`src/rtl/mem_arb_pkg.sv`:
```
// Shared types for the main-memory port arbiter.
// State and owner encodings plus the default wait-state count.
package mem_arb_pkg;

  typedef enum logic [1:0] {
    IDLE   = 2'd0,
    ACCESS = 2'd1,
    RESP   = 2'd2
  } state_e;

  typedef enum logic [1:0] {
    OWN_NONE = 2'd0,
    OWN_F    = 2'd1,
    OWN_D    = 2'd2
  } owner_e;

  localparam int WAIT_CYCLES_DEF = 1;
  localparam int CNT_W = 4;

endpackage

```
`src/rtl/mem_arb_pick.sv`:
```
// Winner select between fetch and data requests.
// ARB_RR_EN: round-robin on ties; otherwise data has fixed priority.
module mem_arb_pick
  import mem_arb_pkg::*;
(
  input  logic   freq_i,
  input  logic   dreq_i,
  input  owner_e last_i,
  output owner_e grant_o
);

  owner_e tie;

`ifdef ARB_RR_EN
  assign tie = (last_i == OWN_D) ? OWN_F : OWN_D;
`else
  logic unused_last;
  assign unused_last = ^last_i;
  assign tie = OWN_D;
`endif

  always_comb begin
    grant_o = OWN_NONE;
    if (dreq_i && freq_i) begin
      grant_o = tie;
    end else if (dreq_i) begin
      grant_o = OWN_D;
    end else if (freq_i) begin
      grant_o = OWN_F;
    end
  end

endmodule

```
`src/rtl/mem_port_arbiter.sv`:
```
// Shares one memory port between fetch and data requesters.
// Fixed-latency wait-state FSM with a one-cycle Done pulse.
module mem_port_arbiter
  import mem_arb_pkg::*;
#(
  parameter int ADDR_W      = 16,
  parameter int DATA_W      = 16,
  parameter int WAIT_CYCLES = WAIT_CYCLES_DEF
) (
  input  logic              CLK,
  input  logic              RST,
  input  logic              FReq,
  input  logic [ADDR_W-1:0] FAddr,
  output logic [DATA_W-1:0] FRdata,
  output logic              FDone,
  input  logic              DReq,
  input  logic              DWe,
  input  logic [ADDR_W-1:0] DAddr,
  input  logic [DATA_W-1:0] DWdata,
  output logic [DATA_W-1:0] DRdata,
  output logic              DDone,
  output logic              MemEn,
  output logic              MemWe,
  output logic [ADDR_W-1:0] MemAddr,
  output logic [DATA_W-1:0] MemWdata,
  input  logic [DATA_W-1:0] MemRdata,
  output logic              Busy,
  output logic [1:0]        Owner
);

  localparam logic [CNT_W-1:0] WAIT_LD = CNT_W'(WAIT_CYCLES);

  state_e            state_q, state_d;
  owner_e            owner_q, owner_d;
  owner_e            last_q, last_d;
  owner_e            grant;
  logic [CNT_W-1:0]  cnt_q, cnt_d;
  logic [ADDR_W-1:0] addr_q, addr_d;
  logic              we_q, we_d;
  logic [DATA_W-1:0] wdata_q, wdata_d;
  logic [DATA_W-1:0] frd_q, frd_d;
  logic [DATA_W-1:0] drd_q, drd_d;

  mem_arb_pick u_pick (
    .freq_i  (FReq),
    .dreq_i  (DReq),
    .last_i  (last_q),
    .grant_o (grant)
  );

  always_ff @(posedge CLK) begin
    if (RST) begin
      state_q <= IDLE;
      owner_q <= OWN_NONE;
      last_q  <= OWN_F;
      cnt_q   <= '0;
      addr_q  <= '0;
      we_q    <= 1'b0;
      wdata_q <= '0;
      frd_q   <= '0;
      drd_q   <= '0;
    end else begin
      state_q <= state_d;
      owner_q <= owner_d;
      last_q  <= last_d;
      cnt_q   <= cnt_d;
      addr_q  <= addr_d;
      we_q    <= we_d;
      wdata_q <= wdata_d;
      frd_q   <= frd_d;
      drd_q   <= drd_d;
    end
  end

  always_comb begin
    state_d = state_q;
    owner_d = owner_q;
    last_d  = last_q;
    cnt_d   = cnt_q;
    addr_d  = addr_q;
    we_d    = we_q;
    wdata_d = wdata_q;
    frd_d   = frd_q;
    drd_d   = drd_q;
    unique case (state_q)
      IDLE: begin
        if (grant != OWN_NONE) begin
          owner_d = grant;
          cnt_d   = WAIT_LD;
          state_d = ACCESS;
          if (grant == OWN_D) begin
            addr_d  = DAddr;
            we_d    = DWe;
            wdata_d = DWdata;
          end else begin
            addr_d  = FAddr;
            we_d    = 1'b0;
            wdata_d = '0;
          end
        end
      end
      ACCESS: begin
        if (cnt_q == '0) begin
          if (owner_q == OWN_D) begin
            drd_d = MemRdata;
          end else begin
            frd_d = MemRdata;
          end
          state_d = RESP;
        end else begin
          cnt_d = cnt_q - 1'b1;
        end
      end
      RESP: begin
        last_d  = owner_q;
        owner_d = OWN_NONE;
        state_d = IDLE;
      end
      default: begin
        owner_d = OWN_NONE;
        state_d = IDLE;
      end
    endcase
  end

  // Counter equals the load value only in the first ACCESS cycle.
  assign MemEn    = (state_q == ACCESS);
  assign MemWe    = MemEn && we_q && (cnt_q == WAIT_LD);
  assign MemAddr  = addr_q;
  assign MemWdata = wdata_q;
  assign Busy     = (state_q == ACCESS) || (state_q == RESP);
  assign Owner    = owner_q;
  assign FDone    = (state_q == RESP) && (owner_q == OWN_F);
  assign DDone    = (state_q == RESP) && (owner_q == OWN_D);
  assign FRdata   = frd_q;
  assign DRdata   = drd_q;

endmodule

```
`config.mk`:
```
export PLATFORM = sky130hd
export DESIGN_NAME = mem_port_arbiter
export DESIGN_NICKNAME = d
export VERILOG_FILES = /design/src/rtl/mem_arb_pkg.sv /design/src/rtl/mem_arb_pick.sv /design/src/rtl/mem_port_arbiter.sv
export SDC_FILE = /design/constraint.sdc
export NUM_CORES = 1
export LEC_CHECK = 0
export ABC_AREA = 1
export BUFFER_PORTS_ARGS = -buffer_cell sky130_fd_sc_hd__buf_2
export CORE_UTILIZATION = 50
export DETAILED_ROUTE_END_ITERATION = 6
export PLACE_DENSITY = 0.94
export REMOVE_ABC_BUFFERS = 1
export SLEW_MARGIN = 0
export SYNTH_ARGS = -nofsm -noshare
export SYNTH_HDL_FRONTEND = slang
export SYNTH_SLANG_ARGS = --single-unit
export TNS_END_PERCENT = 100
```
`constraint.sdc`:
```
create_clock -name CLK -period 2.3 [get_ports CLK]
set_clock_uncertainty 0.05 [all_clocks]
set_input_delay 0.23 -clock CLK [delete_from_list [all_inputs] [get_ports CLK]]
set_output_delay 0.23 -clock CLK [all_outputs]
set_load 0.02 [all_outputs]
```
==> metrics.csv, run 1 <==
stage,metric,value,unit
cts,clock-sinks,73,
floorplan,core,0.00568,mm2
worst_setup_path,r2r_start,state_q[1],
worst_setup_path,cp-start-kind,flop,
layout,drive_gt1_share,33.9,%
sta,worst_slew_pin_slew,0.479,ns
route,first_pass_iters,4,
cts,worstSkewPairLatency,0.34,ns
grt,grt_max_degree,40,
floorplan,die_h,79.9,um
route,drtAntennaViolNets,0,
cts,cts_max_level,3,
layout,diodes,0,
power_and_ir_drop,power_density,1200,mW/mm2
sta,fin_setup_tns,0,ns
route,routed_wl,7580,um
power_and_ir_drop,p_total,4.72,mW
sta,slew_headroom,68.0,%
cts,cts_root_buf,clkbuf_8,
grt,grt_first_pass_wirelength,12600,um
sta,fin_crit,1.86,ns
sta,fmax,538,MHz
cts,clkTransAtPathRegs,0.08,ns
layout,synthToLayoutAreaGrowth,29.3,%
layout,nNetsFinal,584,
hold_path,hold_path.class,input port to flop,
run,cap_violations,0,
sta,setup_violations,0,
floorplan,ios,140,
worst_setup_path,crit_start,state_q[1],
synth,yosys_warnings,0,
placed_design,io_buffers,139,
synth,yosys.area.top_type,dfxtp_1,
route,routed.top_layer,met4,
floorplan,start_util,53.4,%
worst_setup_path,worstPathMaxFanout,10,
floorplan,rows,27,
grt,track_usage,25.1,%
layout,layout.cells.most_common,buf_2,
cts,cts-resized-gates,0,
grt,antenna_found_initial,0,
sta,final_hold_viol_count,0,
route,wl_met2,3940,um
cts,post_cts_buffers,0,
synth,synth_top_cell_area_share,48.2,%
floorplan,dieArea,0.00638,mm2
power_and_ir_drop,swShare,42.0,%
power_and_ir_drop,p_seq_share,37.4,%
placed_design,place_inst,569,
route,drc_errors,0,
placed_design,dpl-instance-area,0.00373,mm2
power_and_ir_drop,p_int,2.74,mW
route,vias,3006,
sta,final_max_slew_viol_count,0,
cts,cts_tree,built,
synth,syn_area_per_cell,8.08,um2
synth,ys_ff_latch,73,
layout,final_cell_mix,"buf_2, dfxtp_1, nor2_1, nand2_1, a21oi_1",
sta,rsz0062_at_grt,no,
placed_design,hpwl,5550,um
power_and_ir_drop,p_switching,1.98,mW
route,wl_per_cell,13.0,um
synth,yosys.cell_types.count,26,
worst_setup_path,critPathKind,flop to output pin,
grt,grt_pass1_vias,2881,
synth,ys_top_cells_by_area,"dfxtp_1, nor2_1, a21oi_1",
hold_path,min_from,MemRdata[4],
cts,ctsHoldBuffers,0,
layout,stdcell_count,585,
cts,cts_buffers,9,
power_and_ir_drop,p_leak,2.00,nW
route,avgViaCountPerCell,5.14,
layout,utilization,69.0,%
run_status,status,"complete, no violations",
layout,design_area,0.00392,mm2
route,detail_route.iter0.violations,173,
sta,setup_slack,0.440,ns
worst_setup_path,cp.arrival,1.58,ns
placed_design,place.gp.congestion,0.810,
cts,clk_path_buf_depth,2,
synth,syn_inst,375,
sta,worst_hold_slack,0.0785,ns
synth,seq_area_frac_synth,48.2,%
worst_setup_path,critPathRequiredTime,2.02,ns
synth,synth.cell_area,0.00303,mm2
power_and_ir_drop,pwr-share-clk,20.3,%
power_and_ir_drop,vdd_drop_max,0.000682,V
worst_setup_path,setup.worst_path.end_class,output pin,
route,dr_wl_met3,422,um
sta,period_share,80.9,%
floorplan,die_w,79.9,um
power_and_ir_drop,power_frac_comb,42.3,%
route,drt-met1-wl,3030,um
placed_design,pre_cts_ws,0.540,ns
grt,grt_overflow,0,
-- state kept, by name, summed over array words and instances (netlist names) --
register and cells:
FRdata 16, cnt_q 4, we_q 1, MemWdata 16
MemAddr 16, DRdata 16, Owner 2, state_q 2
-- final cells by class --
cell class	count	area, um2
fillers	451	1760
multi-input cells	262	1360
clock buffers	10	128
inverters	18	77.6
flip-flops and latches	73	1460
well taps	72	90.1
repair buffers	144	746
clock inverters	6	58.8
-- layer usage --
layer  global-route usage, %  up-vias
met1                    28.3     1381
met3                    6.63       18
met2                    44.0      112
met4                    11.3        0
li1                        -     1495
met5                       0        -
-- critical path, stage by stage, from the launching register on --
cell     delay [ns]
dfxtp_1        0.32
inv_1          0.12
ha_1           0.40
nand3_1        0.12
nor2_1         0.12
buf_2          0.17
-- synth_stat cells (all sizes together) --
cell type and n:
buf 14, inv 17, nand2 42, nand3 28, clkinv 1, ha 7
or2 1, clkbuf 8, mux2i 16, a21oi 38, dfxtp 73, o21ai 48
nor3 3, nor2 79
-- power groups by stage --
stage          Sequential, mW  Combinational (mW)  Clock (mW)
5_1_grt                  1.80                2.22        1.03
6_report                 1.76                2.00       0.960
3_3_place_gp             1.77                1.93           0
2_1_floorplan            2.09                1.04           0
3_5_place_dp             1.78                1.99           0
4_1_cts                  1.76                2.00       0.982
-- cell families after synthesis --
kind of cell | synth area share [%]
simple gates | 22.4
mux | 5.28
fa+ha+maj | 2.89
buf+inv | 7.02
flops | 48.2
compound gates | 14.2
-- worst paths after layout --
kind / to / slack [ns] / cells after the start
hold reg to reg: MemWdata[2] / 0.41 / 2
setup / recovery: MemWe / 0.44 / 5
hold / removal: DRdata[4] / 0.08 / 3
setup reg to reg: DRdata[11] / 0.49 / 7
Power figures use the tool's default switching activity.
==> run 2, diff against run 1 <==
- CORE_UTILIZATION: 50 -> 42
- PLACE_DENSITY: 0.94 -> 0.85
- clock period: 2.3 -> 1.6 ns (I/O delays scaled with it)
==> run 2 against run 1 <==
  * Count of clock-buffer cells in the layout stayed put
  * Worst hold slack got worse by 0.066 ns
  * First-iteration DRC count is 8.1% lower
  * Clock power rose by 49%
  * Sequential share of layout area fell by 1.9 points
  * Sequential power increased by 45%
  * Global-route usage down 3.7 points
  * Via count grew 1.6%
  * Design area rose by 5.5%
  * Combinational power increased by 61%
  * Non-clock buffer count grew 13
  * Critical path type unchanged
  * Largest cell class unchanged
==> metrics.csv, run 2 (same netlist as run 1, synthesis figures left out) <==
stage,metric,value,unit,change
sta,fin_crit,1.52,ns,
sta,rsz0062_at_grt,no,,
route,vias,3054,,+1.6%
route,drtAntennaViolNets,0,,unchanged
cts,clock-sinks,73,,unchanged
hold_path,hold_path.class,input port to flop,,
worst_setup_path,r2r_cells,10,,+3
route,wl_per_cell,12.6,um,-2.4%
grt,track_usage,21.4,%,-3.7 points
cts,cts_max_level,3,,unchanged
placed_design,place.gp.congestion,0.814,,+0.46%
worst_setup_path,cp-start-kind,flop,,
floorplan,ios,140,,unchanged
sta,slew_headroom,70.7,%,+2.6 points
route,first_pass_iters,4,,unchanged
grt,grt_max_degree,54,,+35%
placed_design,hpwl,5560,um,+0.18%
sta,worst_slew_pin_slew,0.440,ns,-0.0392 ns
route,routed_wl,7860,um,+3.8%
sta,period_share,94.7,%,
sta,final_hold_viol_count,0,,unchanged
layout,nNetsFinal,597,,+2.2%
floorplan,die_h,87.0,um,+8.9%
placed_design,io_buffers,139,,unchanged
layout,diodes,0,,unchanged
grt,grt_overflow,0,,unchanged
floorplan,core,0.00687,mm2,+21%
floorplan,dieArea,0.00756,mm2,+19%
cts,cts_tree,built,,
cts,clk_path_buf_depth,2,,unchanged
layout,synthToLayoutAreaGrowth,36.4,%,
run,cap_violations,0,,unchanged
grt,antenna_found_initial,0,,unchanged
layout,regArea,0.00147,mm2,+0.26%
layout,fillers,611,,+35%
floorplan,rows,30,,+11%
floorplan,die_w,87.0,um,+8.9%
worst_setup_path,critPathKind,flop to output pin,,
floorplan,start_util,44.1,%,-9.3 points
layout,layout.cells.most_common,buf_2,,
worst_setup_path,critPathRequiredTime,1.39,ns,-0.63 ns
power_and_ir_drop,p_leak,2.07,nW,+3.7%
cts,worstSkewPairLatency,0.34,ns,about the same
sta,worst_hold_slack,0.0120,ns,-0.0665 ns
grt,grt_pass1_vias,3028,,+5.1%
power_and_ir_drop,vdd_drop_max,0.000714,V,+4.7%
cts,cts_buffers,9,,unchanged
sta,fmax,660,MHz,
route,drc_errors,0,,unchanged
route,avgViaCountPerCell,4.91,,-4.4%
grt,grt_first_pass_wirelength,12800,um,+1.9%
sta,setup_violations,0,,unchanged
sta,final_max_slew_viol_count,0,,unchanged
layout,final_cell_mix,"buf_2, nor2_1, dfxtp_1, nand2_1, a21oi_1",,
sta,fin_setup_tns,0,ns,unchanged
worst_setup_path,cp.arrival,1.31,ns,-0.27 ns
worst_setup_path,setup.worst_path.end_class,output pin,,
worst_setup_path,worstPathMaxFanout,5,,-5
layout,drive_gt1_share,36.9,%,+3.0 points
cts,clkTransAtPathRegs,0.08,ns,about the same
cts,cts_root_buf,clkbuf_8,,
route,detail_route.iter0.violations,159,,-8.1%
layout,multi_input_area,0.00139,mm2,+2.3%
power_and_ir_drop,power_density,1740,mW/mm2,+45%
run_status,status,"complete, no violations",,
hold_path,hold-path-cell-count,3,,unchanged
## run 2: cell types whose count changed in the layout (fill, tap and decap cells not counted), moves of 3 or more
cell	change
buf_4	+8
ha_1	-4
dfxtp_1	-3
dfxtp_2	+3
dlygate4sd3_1	+3
ha_2	+3
## run 2: metrics by stage
step	cell area [um2]	std cells	worst slack, ns	power, mW	utilization (%)
after global routing	4140	622	0.00120	7.70	60.2
after floorplan	2900	353	-0.491	4.50	-
final	4140	622	0.0843	7.21	60.2
after CTS	4100	620	-0.00208	7.14	59.7
after detailed placement	3850	601	-0.0245	5.65	56.0
after global placement	3850	601	0.0450	5.53	56.0
## run 2: repair_timing
action                                  in CTS  in global routing
resized for setup                            7                 10
buffers inserted                             0                  2
endpoints found under the hold margin        3                  0
endpoints found under the setup margin      18                 50
pin swaps                                    0                  2
hold buffers                                 3                  0
## run 2: final timing paths
| path | slack (ns) | startpoint | to |
|---|---|---|---|
| worst max-delay path | 0.08 | state_q[1] | MemWe |
| worst min register to register | 0.41 | MemWdata[0] | MemWdata[0] |
| worst min-delay path | 0.01 | MemRdata[15] | DRdata[15] |
| worst max register to register | 0.12 | state_q[0] | cnt_q[1] |
## run 2: worst max-delay path, cell delays in order, from the launching register on
cell and delay [ns]:
dfxtp_2 0.34, inv_4 0.07, ha_4 0.15, buf_6 0.11
nand3_1 0.07, nor2_1 0.09, buf_4 0.14
## run 2: power breakdown
group	switching [mW]	internal (mW)	leakage, nW	total [mW]
sequential	0.278	2.27	0.599	2.55
combinational	2.03	1.20	1.37	3.23
clock	0.700	0.726	0.101	1.43
## run 2: metal layers
layer,global-route usage (%),vias up,part of all wire [%]
li1,-,1525,-
met3,3.98,13,5.1
met2,38.4,103,52
met5,0,-,0
met1,23.8,1413,41
met4,11.7,0,1.8
## run 2: cell type report
| type | count | area share (%) |
|---|---|---|
| inverter | 18 | 2.06 |
| tap | 96 | 2.90 |
| timing repair buffer | 157 | 21.3 |
| clock inverter | 6 | 1.60 |
| clock buffer | 10 | 3.09 |
| multi-input combinational | 262 | 33.6 |
| sequential | 73 | 35.4 |
==> run 3, diff against run 2 <==
- CORE_ASPECT_RATIO: unset -> 0.8
- PLACE_DENSITY: 0.85 -> 0.87
==> run 3 against run 2 <==
  * Maximum frequency shrank 0.70%
  * Largest cell class unchanged
  * Count of clock-buffer cells in the layout grew 1
  * Combinational power shrank 2%
  * Power shrank 1.4%
  * Critical endpoint unchanged
  * Routed wire length grew 1.9%
==> metrics.csv, run 3 (same netlist as run 1, synthesis figures left out) <==
stage,metric,value,unit,change
route,drc_errors,0,,unchanged
hold_path,hold_path.class,input port to flop,,
layout,fillers,604,,-1.1%
route,detail_route.iter0.violations,169,,+6.3%
grt,track_usage,22.0,%,+0.63 points
sta,fmax,655,MHz,-0.70%
worst_setup_path,critPathRequiredTime,1.39,ns,about the same
layout,diodes,0,,unchanged
run_status,status,"complete, no violations",,
sta,period_share,95.4,%,+0.67 points
hold_path,min_from,MemRdata[15],,
grt,grt_util_met1,24.9,%,+1.1 points
floorplan,ios,140,,unchanged
route,routed_wl,8020,um,+1.9%
placed_design,io_buffers,139,,unchanged
placed_design,pre_cts_ws,-0.0188,ns,+0.00567 ns
grt,grtUsageMet3,6.22,%,+2.2 points
placed_design,dpl-instance-area,0.00383,mm2,-0.55%
cts,clock-sinks,73,,unchanged
route,first_pass_iters,4,,unchanged
sta,slew_headroom,80.2,%,+9.6 points
power_and_ir_drop,power_density,1720,mW/mm2,-1.1%
grt,antenna_found_initial,0,,unchanged
cts,clkTransAtPathRegs,0.08,ns,about the same
sta,rsz0062_at_grt,no,,
route,vias,3002,,-1.7%
route,avgViaCountPerCell,4.88,,-0.58%
cts,cts_max_level,3,,unchanged
cts,cts_tree,built,,
grt,busiest_layer,met2,,
floorplan,dieArea,0.00756,mm2,about the same
floorplan,start_util,43.8,%,-0.36 points
grt,grt_max_degree,47,,-13%
worst_setup_path,cp-start-kind,flop,,
sta,final_hold_viol_count,0,,unchanged
sta,fin_crit,1.53,ns,+0.0107 ns
sta,setup_violations,0,,unchanged
route,drtAntennaViolNets,0,,unchanged
layout,design_area,0.00413,mm2,-0.24%
run,cap_violations,0,,unchanged
grt,grt_first_pass_wirelength,13300,um,+4.1%
cts,clk_path_buf_depth,2,,unchanged
worst_setup_path,setup.worst_path.end_class,output pin,,
worst_setup_path,worstPathMaxFanout,3,,-2
layout,final_cell_mix,"buf_2, nor2_1, dfxtp_1, nand2_1, a21oi_1",,
layout,drive_gt1_share,37.1,%,+0.24 points
sta,worst_slew_pin_slew,0.296,ns,-0.144 ns
route,wl_per_cell,13.0,um,+3.1%
placed_design,hpwl,5800,um,+4.4%
worst_setup_path,critPathKind,flop to output pin,,
placed_design,place.gp.congestion,0.846,,+3.9%
power_and_ir_drop,p_leak,2.08,nW,+0.32%
power_and_ir_drop,p_total,7.11,mW,-1.4%
floorplan,die_h,78.0,um,-10%
sta,setup_slack,0.0737,ns,-0.0107 ns
layout,layout.cells.most_common,buf_2,,
worst_setup_path,r2r_start,cnt_q[0],,
power_and_ir_drop,vdd_drop_max,0.000756,V,+5.9%
grt,grt_pass1_vias,3043,,+0.50%
layout,synthToLayoutAreaGrowth,36.1,%,
floorplan,rows,27,,-10%
floorplan,core,0.00693,mm2,+0.82%
worst_setup_path,crit_start,state_q[1],,
cts,cts_root_buf,clkbuf_8,,
grt,grt_use_met2,38.0,%,-0.34 points
worst_setup_path,cp.arrival,1.32,ns,about the same
cts,cts_buffers,9,,unchanged
sta,final_max_slew_viol_count,0,,unchanged
cts,worstSkewPairLatency,0.34,ns,about the same
grt,grt_overflow,0,,unchanged
floorplan,die_w,97.0,um,+12%
layout,nNetsFinal,601,,+0.67%
[run 3: repair_timing]
action,in CTS,in global routing
endpoints found under the setup margin,8,35
pin swaps,0,2
endpoints found under the hold margin,3,0
gates resized for setup,8,10
buffers inserted,2,2
gates cloned,0,0
hold buffers,3,0
[run 3: report_power, final]
part,switching (mW),leakage [nW],internal [mW]
logic,2.00,1.39,1.17
registers,0.280,0.599,2.27
clock network,0.643,0.0913,0.744
[run 3: worst max-delay path: stages (launching register included)]
cell	delay (ns)
dfxtp_2	0.34
inv_4	0.07
ha_4	0.16
buf_6	0.11
nand3_2	0.06
nor2_1	0.09
buf_4	0.15
[run 3: path summary, 6_finish.rpt]
path	to	slack (ns)	depth (start not counted)
setup / recovery	MemWe	0.07	6
hold / removal	DRdata[15]	0.02	3
setup reg to reg	FRdata[0]	0.13	8
hold reg to reg	MemWdata[1]	0.41	2
[run 3: per-stage QoR]
| stage | TNS (ns) | hold WS (ns) | instances | util, % |
|---|---|---|---|---|
| after floorplan | -15.40 | 0.179 | 353 | - |
| after global placement | 0 | 0.350 | 594 | 55.2 |
| after detailed placement | -0.0215 | 0.361 | 594 | 55.2 |
| after CTS | 0 | 0.00320 | 613 | 59.0 |
| after global routing | 0 | 0.00616 | 615 | 59.6 |
| final | 0 | 0.0176 | 615 | 59.6 |
[run 3: area by class of cell]
cell class | instances | area, um2 | share of cell area [%]
Tap cell | 87 | 109 | 2.64
Inverter | 18 | 80.1 | 1.94
Clock inverter | 3 | 42.5 | 1.03
Sequential cell | 73 | 1470 | 35.5
Multi-Input combinational cell | 262 | 1390 | 33.7
Timing Repair Buffer | 161 | 897 | 21.7
Clock buffer | 11 | 141 | 3.43
[run 3: per-layer routing]
| metal | vias to the layer above | part of all wire, % | wire length [um] |
|---|---|---|---|
| met5 | - | 0 | 0 |
| met4 | 0 | 2.9 | 232 |
| met3 | 25 | 4.6 | 367 |
| met2 | 86 | 50 | 3970 |
| met1 | 1363 | 43 | 3440 |
| li1 | 1528 | - | - |
